`src/rtl/rat_io_pkg.sv`:
```
// Shared types and constants for the MCU-attached UART transmitter:
// FSM state encoding, STATUS bit positions and default port addresses.
package rat_io_pkg;

    typedef enum logic [1:0] {
        IDLE  = 2'd0,
        START = 2'd1,
        DATA  = 2'd2,
        STOP  = 2'd3
    } tx_state_t;

    localparam int STAT_BUSY  = 0;
    localparam int STAT_FULL  = 1;
    localparam int STAT_EMPTY = 2;
    localparam int STAT_OVF   = 3;
    localparam int STAT_CNT   = 4;

    localparam logic [7:0] DEF_DATA_ID = 8'h40;
    localparam logic [7:0] DEF_CTRL_ID = 8'h41;
    localparam logic [7:0] STATUS_RST  = 8'h04;

    // STATUS only has a 4-bit count field, so a 16-deep FIFO reads back 15 when full.
    function automatic logic [3:0] sat_count(input logic [4:0] c);
        return (c > 5'd15) ? 4'hF : c[3:0];
    endfunction

endpackage

```
`src/rtl/rat_uart_tx_if.sv`:
```
// MCU I/O port bundle seen by the UART: strobed port writes in, serial line,
// status byte and interrupt out.
interface rat_uart_tx_if;
    logic [7:0] PORT_ID;
    logic [7:0] OUT_PORT;
    logic       IO_STRB;
    logic       TX;
    logic [7:0] STATUS;
    logic       INT;

    modport master (output PORT_ID, OUT_PORT, IO_STRB, input TX, STATUS, INT);
    modport slave  (input PORT_ID, OUT_PORT, IO_STRB, output TX, STATUS, INT);
endinterface

```
`src/rtl/rat_fifo.sv`:
```
// Small synchronous FIFO with occupancy count and flush.
// Latency: written entry visible on rd_dat the cycle after push; rd_dat is combinational from head.
// Backpressure: push ignored when full unless a pop happens the same cycle; flush wins over push.
module rat_fifo #(
    parameter int WIDTH = 8,
    parameter int DEPTH = 4,
    localparam int AW   = $clog2(DEPTH),
    localparam int CW   = $clog2(DEPTH + 1)
) (
    input  logic             clk,
    input  logic             rst,
    input  logic             push,
    input  logic             pop,
    input  logic             flush,
    input  logic [WIDTH-1:0] wr_dat,
    output logic [WIDTH-1:0] rd_dat,
    output logic             full,
    output logic             empty,
    output logic [CW-1:0]    count
);
    logic [WIDTH-1:0] mem [DEPTH];
    logic [AW-1:0]    wr_ptr;
    logic [AW-1:0]    rd_ptr;
    logic             do_push;
    logic             do_pop;

    assign full    = (count == CW'(DEPTH));
    assign empty   = (count == '0);
    assign do_pop  = pop && !empty;
    assign do_push = push && (!full || do_pop);
    assign rd_dat  = mem[rd_ptr];

    always_ff @(posedge clk) begin
        if (do_push && !flush) begin
            mem[wr_ptr] <= wr_dat;
        end
    end

    // Pointers wrap naturally because DEPTH is a power of two.
    always_ff @(posedge clk) begin
        if (rst || flush) begin
            wr_ptr <= '0;
            rd_ptr <= '0;
            count  <= '0;
        end else begin
            if (do_push) wr_ptr <= wr_ptr + 1'b1;
            if (do_pop)  rd_ptr <= rd_ptr + 1'b1;
            count <= count + CW'(do_push) - CW'(do_pop);
        end
    end
endmodule

```
`src/rtl/rat_uart_tx.sv`:
```
// UART transmitter on the MCU port bus, 8N1 framing from a small FIFO; INT only with RAT_UART_TX_INT_EN.
// Latency: TX falls two edges after a write lands in an empty FIFO while idle; TX/STATUS/INT registered.
// Backpressure: none toward the MCU; writes to a full FIFO are dropped and flagged in sticky OVF.
module rat_uart_tx
    import rat_io_pkg::*;
#(
    parameter int         CLKS_PER_BIT = 868,
    parameter int         DEPTH        = 4,
    parameter logic [7:0] DATA_ID      = DEF_DATA_ID,
    parameter logic [7:0] CTRL_ID      = DEF_CTRL_ID
) (
    input  logic          CLK,
    input  logic          RESET,
    rat_uart_tx_if.slave  bus
);
    localparam int BAUD_W = $clog2(CLKS_PER_BIT);
    localparam int CNT_W  = $clog2(DEPTH + 1);

    tx_state_t         state;
    logic [BAUD_W-1:0] baud;
    logic [2:0]        bit_idx;
    logic [7:0]        shreg;
    logic              tx_q;
    logic [7:0]        status_q;
    logic [7:0]        status_nxt;
    logic              ovf;

    logic              data_wr;
    logic              ctrl_wr;
    logic              pop;
    logic              flush;
    logic              baud_end;
    logic [7:0]        rd_dat;
    logic              fifo_full;
    logic              fifo_empty;
    logic [CNT_W-1:0]  fifo_cnt;

    assign data_wr  = bus.IO_STRB && (bus.PORT_ID == DATA_ID);
    assign ctrl_wr  = bus.IO_STRB && (bus.PORT_ID == CTRL_ID);
    assign flush    = ctrl_wr && bus.OUT_PORT[1];
    assign pop      = (state == IDLE) && !fifo_empty;
    assign baud_end = (baud == BAUD_W'(CLKS_PER_BIT - 1));

    rat_fifo #(.WIDTH(8), .DEPTH(DEPTH)) u_fifo (
        .clk    (CLK),
        .rst    (RESET),
        .push   (data_wr),
        .pop    (pop),
        .flush  (flush),
        .wr_dat (bus.OUT_PORT),
        .rd_dat (rd_dat),
        .full   (fifo_full),
        .empty  (fifo_empty),
        .count  (fifo_cnt)
    );

    always_comb begin
        status_nxt                          = '0;
        status_nxt[STAT_BUSY]               = (state != IDLE);
        status_nxt[STAT_FULL]               = fifo_full;
        status_nxt[STAT_EMPTY]              = fifo_empty;
        status_nxt[STAT_OVF]                = ovf;
        status_nxt[STAT_CNT+3:STAT_CNT]     = sat_count(5'(fifo_cnt));
    end

`ifdef RAT_UART_TX_INT_EN
    logic int_q;
    assign bus.INT = int_q;
`else
    assign bus.INT = 1'b0;
`endif

    // TX is derived from the state before the edge, so the line trails the FSM by one cycle.
    always_ff @(posedge CLK) begin
        if (RESET) begin
            state    <= IDLE;
            baud     <= '0;
            bit_idx  <= '0;
            shreg    <= '0;
            tx_q     <= 1'b1;
            ovf      <= 1'b0;
            status_q <= STATUS_RST;
`ifdef RAT_UART_TX_INT_EN
            int_q    <= 1'b0;
`endif
        end else begin
            status_q <= status_nxt;
            if (data_wr && fifo_full && !pop) begin
                ovf <= 1'b1;
            end else if (ctrl_wr && bus.OUT_PORT[0]) begin
                ovf <= 1'b0;
            end
`ifdef RAT_UART_TX_INT_EN
            int_q <= (state == STOP) && baud_end && fifo_empty;
`endif
            case (state)
                IDLE: begin
                    tx_q    <= 1'b1;
                    baud    <= '0;
                    bit_idx <= '0;
                    if (!fifo_empty) begin
                        shreg <= rd_dat;
                        state <= START;
                    end
                end
                START: begin
                    tx_q <= 1'b0;
                    if (baud_end) begin
                        baud  <= '0;
                        state <= DATA;
                    end else begin
                        baud <= baud + 1'b1;
                    end
                end
                DATA: begin
                    tx_q <= shreg[bit_idx];
                    if (baud_end) begin
                        baud    <= '0;
                        bit_idx <= bit_idx + 1'b1;
                        if (bit_idx == 3'd7) state <= STOP;
                    end else begin
                        baud <= baud + 1'b1;
                    end
                end
                STOP: begin
                    tx_q <= 1'b1;
                    if (baud_end) begin
                        baud  <= '0;
                        state <= IDLE;
                    end else begin
                        baud <= baud + 1'b1;
                    end
                end
                default: state <= IDLE;
            endcase
        end
    end

    assign bus.TX     = tx_q;
    assign bus.STATUS = status_q;
endmodule

```
`src/flat_wrapper.sv`:
```
// flat-port wrapper written by rule: the top's interface ports become plain ports
module rat_uart_tx_flat import rat_io_pkg::*;
#(
    parameter int         CLKS_PER_BIT = 868,
    parameter int         DEPTH        = 4,
    parameter logic [7:0] DATA_ID      = DEF_DATA_ID,
    parameter logic [7:0] CTRL_ID      = DEF_CTRL_ID
)
  (CLK, RESET, bus_PORT_ID, bus_OUT_PORT, bus_IO_STRB, bus_TX, bus_STATUS, bus_INT);
  rat_uart_tx_if bus_i ();
  input  logic CLK;
  input  logic RESET;
  input wire logic [$bits(bus_i.PORT_ID)-1:0] bus_PORT_ID;
  input wire logic [$bits(bus_i.OUT_PORT)-1:0] bus_OUT_PORT;
  input wire logic [$bits(bus_i.IO_STRB)-1:0] bus_IO_STRB;
  output wire logic [$bits(bus_i.TX)-1:0] bus_TX;
  output wire logic [$bits(bus_i.STATUS)-1:0] bus_STATUS;
  output wire logic [$bits(bus_i.INT)-1:0] bus_INT;
  assign bus_i.PORT_ID = bus_PORT_ID;
  assign bus_i.OUT_PORT = bus_OUT_PORT;
  assign bus_i.IO_STRB = bus_IO_STRB;
  assign bus_TX = bus_i.TX;
  assign bus_STATUS = bus_i.STATUS;
  assign bus_INT = bus_i.INT;
  rat_uart_tx #(.CLKS_PER_BIT(CLKS_PER_BIT), .DEPTH(DEPTH), .DATA_ID(DATA_ID), .CTRL_ID(CTRL_ID)) u_core (.CLK(CLK), .RESET(RESET), .bus(bus_i));
endmodule
```
`config.mk`:
```
export PLATFORM = sky130hd
export DESIGN_NAME = rat_uart_tx_flat
export DESIGN_NICKNAME = d
export VERILOG_FILES = /design/src/rtl/rat_io_pkg.sv /design/src/rtl/rat_uart_tx_if.sv /design/src/rtl/rat_fifo.sv /design/src/rtl/rat_uart_tx.sv /design/src/flat_wrapper.sv
export SDC_FILE = /design/constraint.sdc
export NUM_CORES = 1
export LEC_CHECK = 0
export ABC_AREA = 1
export BUFFER_PORTS_ARGS = -buffer_cell sky130_fd_sc_hd__buf_2
export CAP_MARGIN = 10
export CORE_MARGIN = 2
export CORE_UTILIZATION = 35
export DETAILED_ROUTE_END_ITERATION = 6
export GPL_TIMING_DRIVEN = 0
export PLACE_DENSITY = 0.6
export SLEW_MARGIN = 20
export SYNTH_ARGS = -nofsm -noshare
export SYNTH_HDL_FRONTEND = slang
export SYNTH_SLANG_ARGS = --single-unit
```
`constraint.sdc`:
```
create_clock -name CLK -period 2.8 [get_ports CLK]
set_clock_uncertainty 0.15 [all_clocks]
set_input_delay 0.14 -clock CLK [delete_from_list [all_inputs] [get_ports CLK]]
set_output_delay 0.14 -clock CLK [all_outputs]
set_load 0.01 [all_outputs]
```
======== Yosys cells after proc, flatten, opt, wreduce, memory -nomap -nowiden ========
Memories as Yosys holds them, arrays and structs flattened. A register that Yosys moved wholly into a read port is not among the register bits.
Cells that the tools add are included.
operators by class
  add/subtract/negate cells ............... 6
  $lt $le $gt $ge ......................... 1
  eq/ne operators ......................... 13
  multiplexer cells ....................... 17
  bitwise gates (word level) .............. 1
  reductions and logical operators ........ 26
operators with widths
  kind                     number
  $pmux W10 S2             1
  $eq A8 B7 Y1 const B     2
  $add A10 B1 Y10 const B  1
  $eq A10 B10 Y1 const B   1
  $logic_and A1 B1 Y1      10
  $mux W10                 1
  $mux W2                  5
  $ne A2 B1 Y1 const B     4
  $pmux W2 S4              1
  $eq A3 B3 Y1 const B     2
  $pmux W3 S2              1
  $reduce_bool A2 Y1       3
  $mux W1                  5
  $reduce_and A5 Y1        1
  $add A2 B1 Y2 const B    2
  $eq A2 B2 Y1 const B     2
  $logic_not A1 Y1         4
  $lt A3 B4 Y1 const B     1
  $reduce_and A2 Y1        2
  $add A3 B1 Y3            1
  $add A3 B1 Y3 const B    1
  $bmux W1 S3              1
  $logic_not A3 Y1         1
  $mux W3                  1
  9 further kinds          10
storage, ports and cells
  register bits ........................... 32
  bits in writable memories ............... 32
  input port bits ......................... 19
  word-level logic and storage cells ...... 75
  memories kept ........................... 1
memory list
  memory             depth  width  read ports  clocked after Yosys merged registers in  wr ports  line            text
  u_core.u_fifo.mem  4      8      1           1                                        1         rat_fifo.sv:21  logic [WIDTH-1:0] mem [DEPTH];

======== Logic depth before layout (Yosys ltp) ========
  depth in word-level cells ............... 9
  gate-level depth with buffers ........... 10
  depth with buffers taken out ............ 10

======== Cells and area by module ========
Synthesis repeated with hierarchy kept, for this count alone.
second synthesis, totals
  cell total of the unflattened synthesis .. 350
  area total of the unflattened synthesis .. 3,264.4 um^2
modules (own cells, without submodules)
  module       instances  cells each  area an instance (um^2)
  rat_fifo     1          152         1,735.4
  rat_uart_tx  1          198         1,529.0

======== Worst setup path after synthesis ========
No wires, ideal clock.
  path type ............................... register to register
  start ................................... register u_core.state[0]
  end ..................................... register u_core.u_fifo.count[2]
  arrival time ............................ 1,937 ps
  slack ................................... 595 ps
  stages on the path, launching flop included .. 11
  buffers on the path ..................... 0
  cells stage by stage .................... dfxtp_1 > inv_1 > ha_1 > nor2_1 > nand2_1 > nand3_1 > xor2_1 > ha_1 > fa_1 > xor2_1 > nor2_1
between the ends
  word-level cells in the longest chain between the ends .. 7
RTL lines
  element                 line                text
  from (decl)             rat_uart_tx.sv:19   tx_state_t state;
  from (signal assigned)  rat_uart_tx.sv:76   state <= IDLE;
  from (signal assigned)  rat_uart_tx.sv:103  state <= START;
  from (signal assigned)  rat_uart_tx.sv:110  state <= DATA;
  $logic_not A2 Y1 *      rat_uart_tx.sv:41   assign pop = (state == IDLE) && !fifo_empty;
  $logic_and A1 B1 Y1 *   rat_uart_tx.sv:41
  $logic_and A1 B1 Y1 *   rat_fifo.sv:29      assign do_pop = pop && !empty;
  $logic_or A1 B1 Y1      rat_fifo.sv:30      assign do_push = push && (!full || do_pop);
  $logic_and A1 B1 Y1     rat_fifo.sv:30
  $add A3 B1 Y3           rat_fifo.sv:48      count <= count + CW'(do_push) - CW'(do_pop);
  $sub A3 B1 Y3 *         rat_fifo.sv:48
  to (signal assigned)    rat_fifo.sv:48
  to (decl)               rat_fifo.sv:19      output logic [CW-1:0] count
Mark *: on every way between the ends. The rest lies on a longest branch, timed or not.
A chain may end at the register's enable or synchronous reset.

======== Worst setup path in the final report ========
Same ends and word-level chain as after synthesis.

==> metrics.md <==
| Metric | Value |
|---|---|
| Status | `finished, final reports clean` |
| Crit path depth | `10` |
| Synthesis-to-layout area growth | `18.31%` |
| Warnings from Yosys | `0` |
| Sequential fraction of the synthesis area | `56.27%` |
| Commonest cells in the netlist | `nor2_1 (70), nand2_1 (43), inv_1 (40), dfxtp_1 (39), edfxtp_1 (32)` |
| Resized cells post-CTS | `0` |
| DRT Wirelength | `6051 um` |
| DRT antenna net count | `0` |
| Level count of the clock H-tree | `3` |
| Clock latency on the worst-skew pair | `360 ps` |
| Largest net degree at the start of global routing | `14` |
| Final Hold Vio Count | `0` |
| Per-cell routed wire length | `12.08 um` |
| CTS Hold Bufs | `10` |
| Final cell count without fillers | `501` |
| CP startpoint kind | `register` |
| RSZ-0062 raised after global routing | `no` |
| Synth top area share | `31.04%` |
| Critical Path RT | `2890 ps` |
| Num ports | `29` |
| Vias post-DR | `2303` |
| Vias in the first global route | `2313` |
| Top delay family on crit path | `adder cells` |
| Post-CTS setup buffers | `0` |
| Row count | `34` |
| Worst slew pin tran | `849.4 ps` |
| Post-DP HPWL | `4178 um` |
| Starting Density | `35.84%` |
| Final core utilization | `42.41%` |
| Layout cells sized above 1 | `14.76%` |
| Power density over the cells | `781.2 mW/mm^2` |
| Top FF cell, synth | `dfxtp_1` |
| Hold crit path type | `in2reg` |
| Cell Chain, Critical Path | `inv_1 -> ha_1 -> nor2_1 -> nand2_1 -> nand3_1 -> xor2_1 -> ha_1 -> fa_1 -> xor2_1 -> nor2_1` |
| Cells after synthesis | `340` |
| Largest cells by area after synthesis | `edfxtp_1 (31%), dfxtp_1 (25%), nor2_1 (8.5%)` |
| Most numerous cell in the Yosys netlist | `nor2_1` |
| Yosys reg bits | `71` |
| First-pass GRT wire length | `10280 um` |
| Initial DRC Count | `92` |
| Fmax | `395.3 MHz` |
| Synthesized cell area | `0.003095 sq mm` |
| EDFF count, synth | `32` |
| Grt ovf | `0` |
| Min Tclk post-route | `2530 ps` |
| Slew headroom | `43.16%` |
| Max clock buf depth | `2` |
| Final nets | `421` |
| Die width | `98.05 um` |
| Synth area leader | `edfxtp_1` |
| Root buffer cell | `clkbuf_8` |
| Cts bufs inserted | `9` |
| CP max stage delay | `380 ps` |
| Die ar. | `0.009613 sq mm` |
| Sink Count | `71` |
| Max Cap Viol | `0` |
| GPL Wtd Cong | `0.8095` |
| Port bufs | `26` |
| CP Capture Type | `register` |
| Setup Crit Path Kind | `reg2reg` |
| Initial antenna violation count | `0` |
| Via density | `4.597` |
| Slowest CP cell | `fa_1` |
| Period Utilization, post-route | `90.36%` |
| Placed Cells | `475` |
| R2R depth | `10` |
| Fin. max-slew vios | `0` |
| VDD IR-drop max | `0.0003945 V` |
| Yosys cell types | `31` |
| Critical path peak fanout | `7` |
| Post-Syn Area per Cell | `9.104 sq um` |
| Total GRT Usage | `13.56%` |
| Ant diodes | `0` |
| Setup TNS Final | `0 ps` |
| DRC Markers | `0` |
| DIE HEIGHT | `98.05 um` |
| Worst-path clk slew | `80 ps` |
| Post-synth ARST share | `0%` |
| Setup violators final | `0` |
| CP arrival | `2620 ps` |
| Pre-antenna DRT Iters | `4` |
| Crit path buf inv count | `1` |
| Core Box Area | `0.008636 sq mm` |
| Hold Path Stages | `6` |
| Pleak | `1.445 nW` |
| CTS tree | `done` |
-- path summary, 6_finish.rpt --
kind,start,to,slack [ps]
worst max-delay path,u_core.state[0],u_core.u_fifo.count[2],270
worst min-delay path,bus_PORT_ID[2],u_core.u_fifo.wr_ptr[1],40
worst max register to register,u_core.state[0],u_core.u_fifo.count[2],270
worst min register to register,u_core.ovf,u_core.bus.STATUS[3],270
-- where the power goes --
group	total [mW]	switching [mW]	internal, mW
Clock	0.822	0.407	0.416
Combinational	0.789	0.495	0.294
Sequential	1.25	0.0551	1.19
-- kinds of logic (layout without fill, tap and decap cells) --
logic type | after synthesis | count (layout) | synth area share, %
compound gates | 45 | 45 | 7.720
xor+xnor | 6 | 6 | 1.698
fa+ha+maj | 14 | 14 | 5.902
buf+inv | 51 | 103 | 6.912
flops | 71 | 71 | 56.27
other cells | 1 | 2 | 0.1211
simple gates | 152 | 152 | 21.38
-- layout by cell type, fill, tap and decap left out, types with 2 or more instances in the layout --
master	n
nand3_1	18
nor3_1	3
dfxtp_1	39
nor3_2	3
edfxtp_1	32
nand2_2	2
clkbuf_8	9
buf_2	28
dlygate4sd3_1	10
ha_1	13
nand2_1	43
xor2_1	5
clkbuf_1	3
nand4_1	7
inv_2	2
a21oi_1	10
a31oi_1	9
conb_1	2
o21ai_0	25
buf_4	3
nor2_1	70
inv_1	40
clkinvlp_4	3
-- worst min-delay path, cell delays in order --
cell and delay [ps]:
buf_2 70, nor2_1 40, nand2_1 50, nor2_1 70
nand4_1 80, a21oi_1 60
-- flip-flops by register name (all words and copies together) (netlist names) --
register,cells
u_core.baud,10
u_core.shreg,8
u_core.bit_idx,3
u_core.u_fifo.rd_ptr,2
u_core.bus.STATUS,7
u_core.ovf,1
u_core.bus.TX,1
u_core.u_fifo.mem,32
u_core.state,2
u_core.u_fifo.wr_ptr,2
u_core.u_fifo.count,3
-- layout make-up --
| cell class | instances | area, sq um |
|---|---|---|
| Buffer | 9 | 56.30 |
| Clock buffer | 10 | 127.6 |
| Clock inverter | 6 | 70.07 |
| Fill cell | 850 | 4974 |
| Inverter | 42 | 157.7 |
| Multi-Input combinational cell | 219 | 1144 |
| Sequential cell | 71 | 1742 |
| Tap cell | 108 | 135.1 |
| Timing Repair Buffer | 36 | 230.2 |
-- routing by layer --
metal | vias to the layer above | share of wire, % | global-route usage (%) | wire [um]
li1 | 1208 | - | - | -
met4 | 0 | 2.7 | 6.944 | 164
met1 | 1045 | 47 | 15.82 | 2829
met5 | - | 0 | 0 | 0
met3 | 17 | 3.5 | 3.722 | 212
met2 | 33 | 47 | 22.87 | 2846
-- metrics by stage --
step                cell area, sq um  power [mW]  worst slack [ps]  hold WS, ps
floorplan                       3099       1.849             594.9        88.87
global placement                3364       2.047             311.9        203.3
detailed placement              3364       2.059             286.2        210.6
CTS                             3662       2.887             266.8        31.15
global route                    3662       3.042             91.63        78.33
finish                          3662       2.861             270.0        40.75
(Power assumes the default switching activity.)
